## src/rtl/cmac_dual_group_ctrl_if.sv

```systemverilog
// Bus bundle between the CMAC dual-group sequencer and its environment.
// The register file, the datapath and software-facing status all attach through it.
interface cmac_dual_group_ctrl_if #(
   parameter int CNT_W = 32
);
   // Environment -> controller
   logic [1:0]       op_en_trigger;
   logic             op_en_wr_val;
   logic             ptr_wr_en;
   logic             ptr_wr_data;
   logic             dp_done;

   // Controller -> environment
   logic [1:0]       op_en;
   logic             producer;
   logic             consumer;
   logic             dp_start;
   logic             dp_sel;
   logic [1:0]       done_intr;
   logic             wr_err;
   logic             ctrl_busy;
   logic [CNT_W-1:0] busy_cycles;

   modport master (
      output op_en_trigger, op_en_wr_val, ptr_wr_en, ptr_wr_data, dp_done,
      input  op_en, producer, consumer, dp_start, dp_sel, done_intr, wr_err,
             ctrl_busy, busy_cycles
   );

   modport slave (
      input  op_en_trigger, op_en_wr_val, ptr_wr_en, ptr_wr_data, dp_done,
      output op_en, producer, consumer, dp_start, dp_sel, done_intr, wr_err,
             ctrl_busy, busy_cycles
   );
endinterface

```

## src/rtl/cmac_dual_group_ctrl.sv

```systemverilog
// CMAC dual register-group sequencer.
// Two register groups are programmed by software and launched on the MAC
// datapath in strict ping-pong order. The consumer pointer selects the group
// that runs next. A group may only be launched once its op_en bit is set.
// Writes to op_en of the group currently running are rejected and flagged.
module cmac_dual_group_ctrl #(
   parameter int CNT_W = 32
) (
   input logic                   nvdla_core_clk,
   input logic                   nvdla_core_rst,
   cmac_dual_group_ctrl_if.slave bus
);

   typedef enum logic [1:0] {
      ST_IDLE  = 2'd0,
      ST_START = 2'd1,
      ST_BUSY  = 2'd2,
      ST_DONE  = 2'd3
   } state_t;

   state_t           state_q, state_d;
   logic [1:0]       op_en_q, op_en_d;
   logic             producer_q, producer_d;
   logic             consumer_q, consumer_d;
   logic             wr_err_q, wr_err_d;
   logic [CNT_W-1:0] cnt_q, cnt_d;
   logic [1:0]       grp_active_s;

   // A group is locked against op_en writes while it owns the datapath
   assign grp_active_s[0] = (state_q != ST_IDLE) && (consumer_q == 1'b0);
   assign grp_active_s[1] = (state_q != ST_IDLE) && (consumer_q == 1'b1);

   // Sequencer state register
   always_ff @(posedge nvdla_core_clk or posedge nvdla_core_rst) begin
      if (nvdla_core_rst) begin
         state_q <= ST_IDLE;
      end else begin
         state_q <= state_d;
      end
   end

   // Sequencer next-state: launch the consumer group once its op_en is set
   always_comb begin
      state_d = state_q;
      case (state_q)
         ST_IDLE: begin
            if (op_en_q[consumer_q]) begin
               state_d = ST_START;
            end else begin
               state_d = ST_IDLE;
            end
         end
         ST_START: state_d = ST_BUSY;
         ST_BUSY: begin
            if (bus.dp_done) begin
               state_d = ST_DONE;
            end else begin
               state_d = ST_BUSY;
            end
         end
         ST_DONE:  state_d = ST_IDLE;
         default:  state_d = ST_IDLE;
      endcase
   end

   // op_en write arbitration, completion clear and write-error detection
   always_comb begin
      op_en_d  = op_en_q;
      wr_err_d = 1'b0;
      for (int g = 0; g < 2; g++) begin
         if (bus.op_en_trigger[g]) begin
            if (grp_active_s[g]) begin
               wr_err_d = 1'b1;
            end else begin
               op_en_d[g] = bus.op_en_wr_val;
            end
         end else begin
            op_en_d[g] = op_en_q[g];
         end
      end
      // The finishing group can never be written in DONE (it is active),
      // so this clear never collides with a legal write to the same bit.
      if (state_q == ST_DONE) begin
         op_en_d[consumer_q] = 1'b0;
      end else begin
         op_en_d[consumer_q] = op_en_d[consumer_q];
      end
   end

   // Pointer updates and the saturating busy-cycle counter
   always_comb begin
      producer_d = producer_q;
      consumer_d = consumer_q;
      cnt_d      = cnt_q;
      if (bus.ptr_wr_en) begin
         producer_d = bus.ptr_wr_data;
      end else begin
         producer_d = producer_q;
      end
      if (state_q == ST_DONE) begin
         consumer_d = ~consumer_q;
      end else begin
         consumer_d = consumer_q;
      end
      // Counter reads 0 during START, counts each BUSY cycle, holds otherwise
      if (state_d == ST_START) begin
         cnt_d = {CNT_W{1'b0}};
      end else if ((state_q == ST_BUSY) && (cnt_q != {CNT_W{1'b1}})) begin
         cnt_d = cnt_q + {{(CNT_W-1){1'b0}}, 1'b1};
      end else begin
         cnt_d = cnt_q;
      end
   end

   // Control and status registers
   always_ff @(posedge nvdla_core_clk or posedge nvdla_core_rst) begin
      if (nvdla_core_rst) begin
         op_en_q    <= 2'b00;
         producer_q <= 1'b0;
         consumer_q <= 1'b0;
         wr_err_q   <= 1'b0;
         cnt_q      <= {CNT_W{1'b0}};
      end else begin
         op_en_q    <= op_en_d;
         producer_q <= producer_d;
         consumer_q <= consumer_d;
         wr_err_q   <= wr_err_d;
         cnt_q      <= cnt_d;
      end
   end

   // Outputs are registers or decodes of the registered state
   assign bus.op_en       = op_en_q;
   assign bus.producer    = producer_q;
   assign bus.consumer    = consumer_q;
   assign bus.dp_sel      = consumer_q;
   assign bus.dp_start    = (state_q == ST_START);
   assign bus.done_intr   = {(state_q == ST_DONE) &&  consumer_q,
                             (state_q == ST_DONE) && !consumer_q};
   assign bus.wr_err      = wr_err_q;
   assign bus.ctrl_busy   = (state_q != ST_IDLE);
   assign bus.busy_cycles = cnt_q;

endmodule
```

## src/flat_wrapper.sv

```systemverilog
// flat-port wrapper written by rule: the top's interface ports become plain ports
module cmac_dual_group_ctrl_flat 
#(
   parameter int CNT_W = 32
)
  (nvdla_core_clk, nvdla_core_rst, bus_op_en_trigger, bus_op_en_wr_val, bus_ptr_wr_en, bus_ptr_wr_data, bus_dp_done, bus_op_en, bus_producer, bus_consumer, bus_dp_start, bus_dp_sel, bus_done_intr, bus_wr_err, bus_ctrl_busy, bus_busy_cycles);
  cmac_dual_group_ctrl_if #(.CNT_W(CNT_W)) bus_i ();
  input logic nvdla_core_clk;
  input logic nvdla_core_rst;
  input wire logic [$bits(bus_i.op_en_trigger)-1:0] bus_op_en_trigger;
  input wire logic [$bits(bus_i.op_en_wr_val)-1:0] bus_op_en_wr_val;
  input wire logic [$bits(bus_i.ptr_wr_en)-1:0] bus_ptr_wr_en;
  input wire logic [$bits(bus_i.ptr_wr_data)-1:0] bus_ptr_wr_data;
  input wire logic [$bits(bus_i.dp_done)-1:0] bus_dp_done;
  output wire logic [$bits(bus_i.op_en)-1:0] bus_op_en;
  output wire logic [$bits(bus_i.producer)-1:0] bus_producer;
  output wire logic [$bits(bus_i.consumer)-1:0] bus_consumer;
  output wire logic [$bits(bus_i.dp_start)-1:0] bus_dp_start;
  output wire logic [$bits(bus_i.dp_sel)-1:0] bus_dp_sel;
  output wire logic [$bits(bus_i.done_intr)-1:0] bus_done_intr;
  output wire logic [$bits(bus_i.wr_err)-1:0] bus_wr_err;
  output wire logic [$bits(bus_i.ctrl_busy)-1:0] bus_ctrl_busy;
  output wire logic [$bits(bus_i.busy_cycles)-1:0] bus_busy_cycles;
  assign bus_i.op_en_trigger = bus_op_en_trigger;
  assign bus_i.op_en_wr_val = bus_op_en_wr_val;
  assign bus_i.ptr_wr_en = bus_ptr_wr_en;
  assign bus_i.ptr_wr_data = bus_ptr_wr_data;
  assign bus_i.dp_done = bus_dp_done;
  assign bus_op_en = bus_i.op_en;
  assign bus_producer = bus_i.producer;
  assign bus_consumer = bus_i.consumer;
  assign bus_dp_start = bus_i.dp_start;
  assign bus_dp_sel = bus_i.dp_sel;
  assign bus_done_intr = bus_i.done_intr;
  assign bus_wr_err = bus_i.wr_err;
  assign bus_ctrl_busy = bus_i.ctrl_busy;
  assign bus_busy_cycles = bus_i.busy_cycles;
  cmac_dual_group_ctrl #(.CNT_W(CNT_W)) u_core (.nvdla_core_clk(nvdla_core_clk), .nvdla_core_rst(nvdla_core_rst), .bus(bus_i));
endmodule
```

## config.mk

```make
export PLATFORM = sky130hd
export DESIGN_NAME = cmac_dual_group_ctrl_flat
export DESIGN_NICKNAME = d
export VERILOG_FILES = /design/src/rtl/cmac_dual_group_ctrl_if.sv /design/src/rtl/cmac_dual_group_ctrl.sv /design/src/flat_wrapper.sv
export SDC_FILE = /design/constraint.sdc
export NUM_CORES = 1
export LEC_CHECK = 0
export ABC_AREA = 1
export CAP_MARGIN = 10
export CORE_AREA = 10 10 86 88
export CTS_BUF_LIST = sky130_fd_sc_hd__clkbuf_16
export DETAILED_ROUTE_END_ITERATION = 10
export DIE_AREA = 0 0 96 98
export PLACE_DENSITY_LB_ADDON = 0.12
export RECOVER_POWER = 25
export SLEW_MARGIN = 10
export SYNTH_ARGS = -nofsm -noshare
export SYNTH_HDL_FRONTEND = slang
export SYNTH_SLANG_ARGS = --single-unit
```

## constraint.sdc

```tcl
create_clock -name nvdla_core_clk -period 1.8 [get_ports nvdla_core_clk]
set_input_delay 0.18 -clock nvdla_core_clk [delete_from_list [all_inputs] [get_ports nvdla_core_clk]]
set_output_delay 0.18 -clock nvdla_core_clk [all_outputs]
set_load 0.01 [all_outputs]
```

* Yosys cells after proc, flatten, opt, wreduce, memory -nomap -nowiden
Cells that the tools add are included.
** Storage, ports and cells
- Flip-flop bits (word level) :: 39
** Operators by class
- Add/subtract/negate cells :: 1
- Order comparisons :: 2
- Eq/ne operators :: 5
- Multiplexer cells :: 21
- Bitwise gates (word level) :: 3
- Reduce and logical (&&, ||, !) cells :: 10
** Operators by type and width (count)
- $mux 32 :: 2
- $add 32x1->32 const B :: 1
- $ne 32x32->1 const B :: 1
- $mux 1 :: 15
- $pmux 2 s4 :: 1
- $logic_and 1x1->1 :: 6
- $eq 2x1->1 const B :: 2
- $eq 2x2->1 const B :: 2
- $reduce_bool 2->1 :: 2
- $and 2x2->2 :: 1
- $bwmux 2 :: 1
- $logic_not 2->1 :: 1
- $lt 1x2->1 const B :: 1
- $mux 2 :: 1
- $not 2->2 :: 1
- $demux 1 s1 :: 1
- $ge 1x1->1 const B :: 1
- $logic_not 1->1 :: 1
- $not 1->1 :: 1

* Logic depth before layout (Yosys ltp)
Gate-level depths: netlist of the first run.
- Word-level depth :: 8
- Gate-level depth with buffers :: 13
- Gate-level depth less buffers :: 11

* Least setup slack after synthesis of the first run
OpenSTA, ideal clock, no wires.
- Path type :: register to register
- Start point :: reg u_core.cnt_q[0], in the netlist u_core.bus.busy_cycles[0]
- End point :: reg u_core.cnt_q[11], in the netlist u_core.bus.busy_cycles[11]
- Library setup time :: 0.065 ns
- Data arrival time :: 1.652 ns
- Data required time :: 1.735 ns
- Path slack :: 0.083 ns
- Cell stages (with the launch flop) :: 10
- Buffers on the path :: 1
- Clock period less this slack :: 1.717 ns
- Path through :: dfrtp_1 -> ha_1 -> nand2_2 -> nor2_8 -> nand2_4 -> nor2_8 -> a21oi_2 -> buf_2 -> nand4_1 -> nand2_1
** On the way
- Longest elaborated chain between the ends :: 3
- Elaborated cells between the ends (all ways) :: 6
** RTL lines
- start: declaration :: line cmac_dual_group_ctrl.sv:26 : logic [CNT_W-1:0] cnt_q, cnt_d;
- start signal: assignment :: line cmac_dual_group_ctrl.sv:122 : cnt_q <= {CNT_W{1'b0}};
- start signal: assignment :: line cmac_dual_group_ctrl.sv:128 : cnt_q <= cnt_d;
- $add 32x1->32 or $ne 32x32->1 (tied branches) :: line cmac_dual_group_ctrl.sv:109, cmac_dual_group_ctrl.sv:108
- $mux 32 or $logic_and 1x1->1 (tied branches) :: line cmac_dual_group_ctrl.sv:108 : end else if ((state_q == ST_BUSY) && (cnt_q != {CNT_W{1'b1}})) begin
- $mux 32 or $reduce_bool 2->1 (tied branches)
Parallel ways exist; a longest one is shown, timed or not. The select of a mux whose other input is x is not followed.
A chain may end at the register's enable or synchronous reset.

* Worst setup path after layout of the first run
- Start point :: reg u_core.cnt_q[13], in the netlist u_core.bus.busy_cycles[13]
- End point :: reg u_core.cnt_q[3], in the netlist u_core.bus.busy_cycles[3]
** On the way
- Longest elaborated chain between the ends :: 3
** RTL lines (line)
- $ne 32x32->1 :: cmac_dual_group_ctrl.sv:108
- $logic_and 1x1->1 :: cmac_dual_group_ctrl.sv:108
- $reduce_bool 2->1 (no line)
Every way passes these cells.

==> impl_metrics.env, run 1 <==
export IMPL_status="finished, violations left"
export IMPL_failed_checks="design-rule violations"
export IMPL_clkTransAtPathRegs_ns=0.06
export IMPL_ys_ff_latch=39
export IMPL_crit_required_ns=2.00
export IMPL_postSynthAreaPerCell_um2=6.71
export IMPL_hold_viol=0
export IMPL_area_growth_pct=47.4
export IMPL_synthCells=393
export IMPL_dieArea_um2=9410
export IMPL_drc=1
export IMPL_grt_pass1_vias=2905
export IMPL_leakagePower_nw=1.96
export IMPL_yosysWarnings=0
export IMPL_synth_common_cells="nand2_1, nor2_1, dfrtp_1"
export IMPL_ys_types=28
export IMPL_clkLatencyLatePin_ns=0.28
export IMPL_first_pass_iters=8
export IMPL_hpwl_mm=6.18
export IMPL_start_util=0.459
export IMPL_cts_hold_buf=0
export IMPL_gr_total_overflow=0
export IMPL_synthFlopType="dfrtp_1"
export IMPL_ir_drop_mv=1.12
export IMPL_yosysTopAreaCell="dfrtp_1"
export IMPL_async_reset_ff_frac=1.00
export IMPL_die_h_um=98
export IMPL_syn_area_um2=2640
export IMPL_core_um2=5750
export IMPL_dp_cells=566
export IMPL_clock_root_buffer="clkbuf_16"
export IMPL_seq_area_frac_synth=0.370
export IMPL_grt_start_max_net_pins=40
export IMPL_antenna_found_initial=0
export IMPL_clock_sinks=39
export IMPL_cts_buffers=5
export IMPL_fp_dieW_um=96
export IMPL_groute_usage_overall=0.180
export IMPL_gp_congestion=0.936
export IMPL_final_area_um2=3890
export IMPL_slew_headroom=0.343
export IMPL_clock_path_buffers=2
export IMPL_start_kind="flip-flop"
export IMPL_yosysTopAreaCellShare=0.370
export IMPL_cp_arrival_ns=1.95
export IMPL_instances_no_fill=585
export IMPL_path_class="flip-flop to flip-flop"
export IMPL_synth_area_leaders="dfrtp_1, nand2_1, nor2_1"
export IMPL_rsz0062_at_grt="true"
export IMPL_nets=522
export IMPL_antenna_cells=0
export IMPL_wire_per_inst_um=15.0
export IMPL_drive_gt1_frac=0.204
export IMPL_finalClockSkew_ns=0.00469
export IMPL_io_pins=50
export IMPL_min_period_ns=1.76
export IMPL_cts_tree="done"
export IMPL_rows=28
export IMPL_ant_nets=0
export IMPL_vias=2977
export IMPL_crit_fanout=5
export IMPL_tightest_slew_ns=0.985
export IMPL_grt_pass1_wl_mm=13.9
export IMPL_synth_most_common_cell="nand2_1"
export IMPL_powerDensity_nw_per_um2=1030
export IMPL_hold_class="input port to flip-flop"
export IMPL_routed_wirelength_mm=8.76
export IMPL_slew_violations=0
export IMPL_synth_edf_count=0
export IMPL_period_share=0.976
export IMPL_drt_iter0_markers=249
export IMPL_critPathCaptureType="flip-flop"
export IMPL_maxCapViolations=0
export IMPL_max_freq_mhz=569
export IMPL_placed_area_um2=3600
export IMPL_htreeDepth=2
export IMPL_via_per_inst=5.09
export IMPL_port_buffers=49
export IMPL_syn_num_nets=406
export IMPL_p_total_mw=4.02
export IMPL_setup_viol=0
per-stage QoR:
step / setup TNS, ns / utilization / worst slack (ns) / hold slack [ns]
floorplan: 0 / - / 0.0830 / 0.290
global placement: -10.12 / 0.627 / -0.384 / 0.489
detailed placement: -11.75 / 0.627 / -0.463 / 0.522
CTS: 0 / 0.656 / 0.00804 / 0.364
global route: -0.615 / 0.677 / -0.105 / 0.512
finish: 0 / 0.677 / 0.0434 / 0.492
flip-flops by register name, summed over array words and instances (netlist names):
name                    cells
u_core.bus.busy_cycles     32
u_core.bus.producer         1
u_core.state_q              2
u_core.bus.wr_err           1
u_core.bus.consumer         1
u_core.bus.op_en            2
path summary, 6_finish.rpt:
kind / start / endpoint / slack (ns) / depth (start not counted)
max in group asynchronous: nvdla_core_rst / u_core.bus.busy_cycles[31] / 0.54 / 3
min: bus_op_en_trigger[0] / u_core.bus.wr_err / 0.49 / 3
max: u_core.bus.busy_cycles[13] / u_core.bus.busy_cycles[3] / 0.04 / 10
min in group asynchronous: nvdla_core_rst / u_core.bus.busy_cycles[1] / 0.66 / 3
max reg2reg: u_core.bus.busy_cycles[13] / u_core.bus.busy_cycles[3] / 0.04 / 10
min reg2reg: u_core.bus.producer / u_core.bus.producer / 0.52 / 1
layout make-up:
class,instances,area (um^2)
clock buffer,5,125
fill,512,1860
tap,75,93.8
multi-input combinational,307,1510
timing repair inverter,2,17.5
inverter,38,155
sequential,39,976
clock inverter,3,12.5
timing repair buffer,116,1000
metal layers:
metal	part of all wire	wire [um]	GRT usage	up-vias
li1	-	-	-	1471
met1	0.41	3570	0.218	1403
met2	0.50	4380	0.311	84
met3	0.071	623	0.0398	19
met4	0.022	191	0.0454	0
met5	0	0	0	-
critical path, stage by stage, from the launching register on:
cell	delay [ns]
dfrtp_1	0.39
nand2_1	0.12
nor2_2	0.17
nand2_2	0.13
nor2_8	0.14
buf_4	0.15
nand2_4	0.07
nand2_2	0.10
nand2_8	0.10
buf_4	0.16
o21ai_0	0.14
power breakdown:
group          internal [mW]  switching (mW)  total, mW  leakage, nW
Combinational          0.797            1.29       2.08         1.35
Clock                  0.501           0.347      0.848       0.0762
Sequential             0.993          0.0980       1.09        0.528
Total                   2.29            1.73       4.02         1.96
cells by family (layout without fill, tap and decap cells):
kind of cell	count (synthesis)	count (layout)	share of synthesized area
flops	39	39	0.370
mux	1	1	0.00427
simple gates	285	285	0.479
fa+ha+maj	5	5	0.0237
compound gates	7	8	0.0156
xor+xnor	8	8	0.0266
buf+inv	48	164	0.0811
placed cells by master, fill, tap and decap left out, types with 4 or more instances in the layout:
cell             count
nand3b_1             4
nand3_1             25
nor2_1              54
clkbuf_16            5
or2_2                6
nand2_2              4
clkdlybuf4s50_1     45
o21ai_0              4
inv_1               37
dfrtp_1             39
nand4_1             22
xor2_1               5
buf_4               65
nand2_1            157
repair_timing:
action,in CTS,in global routing
pin swaps,1,5
setup endpoints to repair,32,31
gates resized for setup,6,13
cloned,1,2
buffers inserted,0,8
No activity file was read; power rests on OpenSTA's default activity.
==> inputs of run 2 (changes only) <==
SLEW_MARGIN = 30   (was 10)
==> impl_metrics.env, run 2 (synthesized netlist as in run 1, its figures left out) <==
export IMPL_status="finished clean"
export IMPL_seqPwrFrac=0.276
export IMPL_antenna_found_initial=0
export IMPL_rows=28
export IMPL_drive_gt1_frac=0.189
export IMPL_area_growth_pct=45.3
export IMPL_crit_chain="ha_2 -> nand2_2 -> nor2_8 -> nand2_4 -> nor2_8 -> buf_4 -> nand2_4 -> nand2_2 -> nand2_8 -> inv_8 -> nand2_1 -> nand2_1"
export IMPL_drt_iter0_markers=209
export IMPL_ir_drop_mv=1.12
export IMPL_layout_common_cells="nand2_1, buf_4, nor2_1"
export IMPL_wl_met3_um=597
export IMPL_grt_pass1_vias=2886
export IMPL_slew_violations=0
export IMPL_routed_wl_met2_mm=4.20
export IMPL_power_frac_comb=0.510
export IMPL_ant_nets=0
export IMPL_clkTransAtPathRegs_ns=0.06
export IMPL_io_pins=50
export IMPL_nets=515
export IMPL_p_total_mw=3.96
export IMPL_gr_total_overflow=0
export IMPL_clock_sinks=39
export IMPL_layout_commonest_cell="nand2_1"
export IMPL_clock_path_buffers=2
export IMPL_hold_class="input port to flip-flop"
export IMPL_crit_fanout=13
export IMPL_period_share=0.961
export IMPL_slowest_stage="dfrtp_1"
export IMPL_cp_arrival_ns=1.95
export IMPL_p_int_mw=2.23
export IMPL_grt_start_max_net_pins=40
export IMPL_finalClockSkew_ns=0.00333
export IMPL_port_buffers=49
export IMPL_clock_root_buffer="clkbuf_16"
export IMPL_routed_wirelength_mm=8.54
export IMPL_die_h_um=98
export IMPL_wire_per_inst_um=14.8
export IMPL_slew_headroom=0.335
export IMPL_crit_required_ns=2.02
export IMPL_pwr_share_clk=0.214
export IMPL_wl_met1_mm=3.58
export IMPL_p_sw_frac=0.438
export IMPL_first_pass_iters=5
export IMPL_start_util=0.459
export IMPL_fp_dieW_um=96
export IMPL_drc=0
export IMPL_largest_register_ffs=32
export IMPL_setup_tns_ns=0
export IMPL_path_class="flip-flop to flip-flop"
export IMPL_maxCapViolations=0
export IMPL_critPathCaptureType="flip-flop"
export IMPL_leakagePower_nw=1.92
export IMPL_hpwl_mm=6.16
export IMPL_via_per_inst=5.11
export IMPL_core_um2=5750
export IMPL_switchingPower_mw=1.73
export IMPL_htreeDepth=2
export IMPL_top_signal_layer_used="met4"
export IMPL_slowest_delay_ns=0.36
export IMPL_clkLatencyLatePin_ns=0.28
export IMPL_dieArea_um2=9410
export IMPL_setup_viol=0
export IMPL_rsz0062_at_grt="true"
export IMPL_grt_pass1_wl_mm=14.0
export IMPL_cts_tree="done"
export IMPL_antenna_cells=0
export IMPL_vias=2953
export IMPL_hold_viol=0
export IMPL_start_kind="flip-flop"
export IMPL_whs_ns=0.483
export IMPL_powerDensity_nw_per_um2=1030
export IMPL_groute_usage_overall=0.183
export IMPL_min_period_ns=1.73
export IMPL_cts_buffers=5
export IMPL_gp_congestion=0.936
export IMPL_max_freq_mhz=578
export IMPL_tightest_slew_ns=0.998
==> run 2: area by class of cell <==
class | instances | area [um^2]
clock inverters | 3 | 12.5
flip-flops and latches | 39 | 976
repair buffers | 109 | 951
repair inverters | 2 | 20.0
multi-input cells | 307 | 1500
well taps | 75 | 93.8
clock buffers | 5 | 125
fillers | 538 | 1910
inverters | 38 | 155
==> run 2: final timing paths <==
check	from	endpoint	slack, ns	depth (start not counted)
setup / recovery	u_core.bus.busy_cycles[0]	u_core.bus.busy_cycles[27]	0.07	12
hold / removal	bus_op_en_trigger[0]	u_core.bus.wr_err	0.48	3
setup reg to reg	u_core.bus.busy_cycles[0]	u_core.bus.busy_cycles[27]	0.07	12
hold reg to reg	u_core.bus.producer	u_core.bus.producer	0.52	1
max in group asynchronous	nvdla_core_rst	u_core.bus.busy_cycles[22]	0.53	3
min in group asynchronous	nvdla_core_rst	u_core.bus.busy_cycles[0]	0.67	3
==> run 2: critical path: cells and delay by family (launching register included) <==
| family | cells | cell delay, ns |
|---|---|---|
| AND/OR/NAND/NOR | 9 | 0.81 |
| adder cells (fa/ha/maj) | 1 | 0.19 |
| buffers and inverters | 2 | 0.29 |
| flip-flops | 1 | 0.36 |
==> run 2: power groups by stage <==
stage / clock network (mW) / registers (mW) / logic, mW
finish: 0.848 / 1.09 / 2.02
global route: 0.889 / 1.11 / 2.17
CTS: 0.851 / 1.09 / 1.72
detailed placement: 0 / 1.10 / 1.64
global placement: 0 / 1.10 / 1.60
floorplan: 0 / 1.14 / 1.00
==> run 2: metal layers <==
metal  vias up  global-route usage
met5         -                   0
met2        90               0.303
met3        17              0.0467
li1       1457                   -
met1      1389               0.227
met4         0              0.0477
==> run 2: through the flow <==
step           instances  setup WS (ns)   util  cell area [um^2]
4_1_cts              575        0.00893  0.656              3770
5_1_grt              578        -0.0151  0.667              3830
3_3_place_gp         566         -0.384  0.627              3600
3_5_place_dp         566         -0.105  0.628              3610
2_1_floorplan        393         0.0830      -              2640
6_report             578         0.0703  0.667              3830
==> run 2: timing repair <==
item,CTS,global route
setup endpoints to repair,31,31
pin swaps,1,3
buffers inserted,0,1
hold buffers,0,0
resized for setup,5,13
gates cloned,1,2
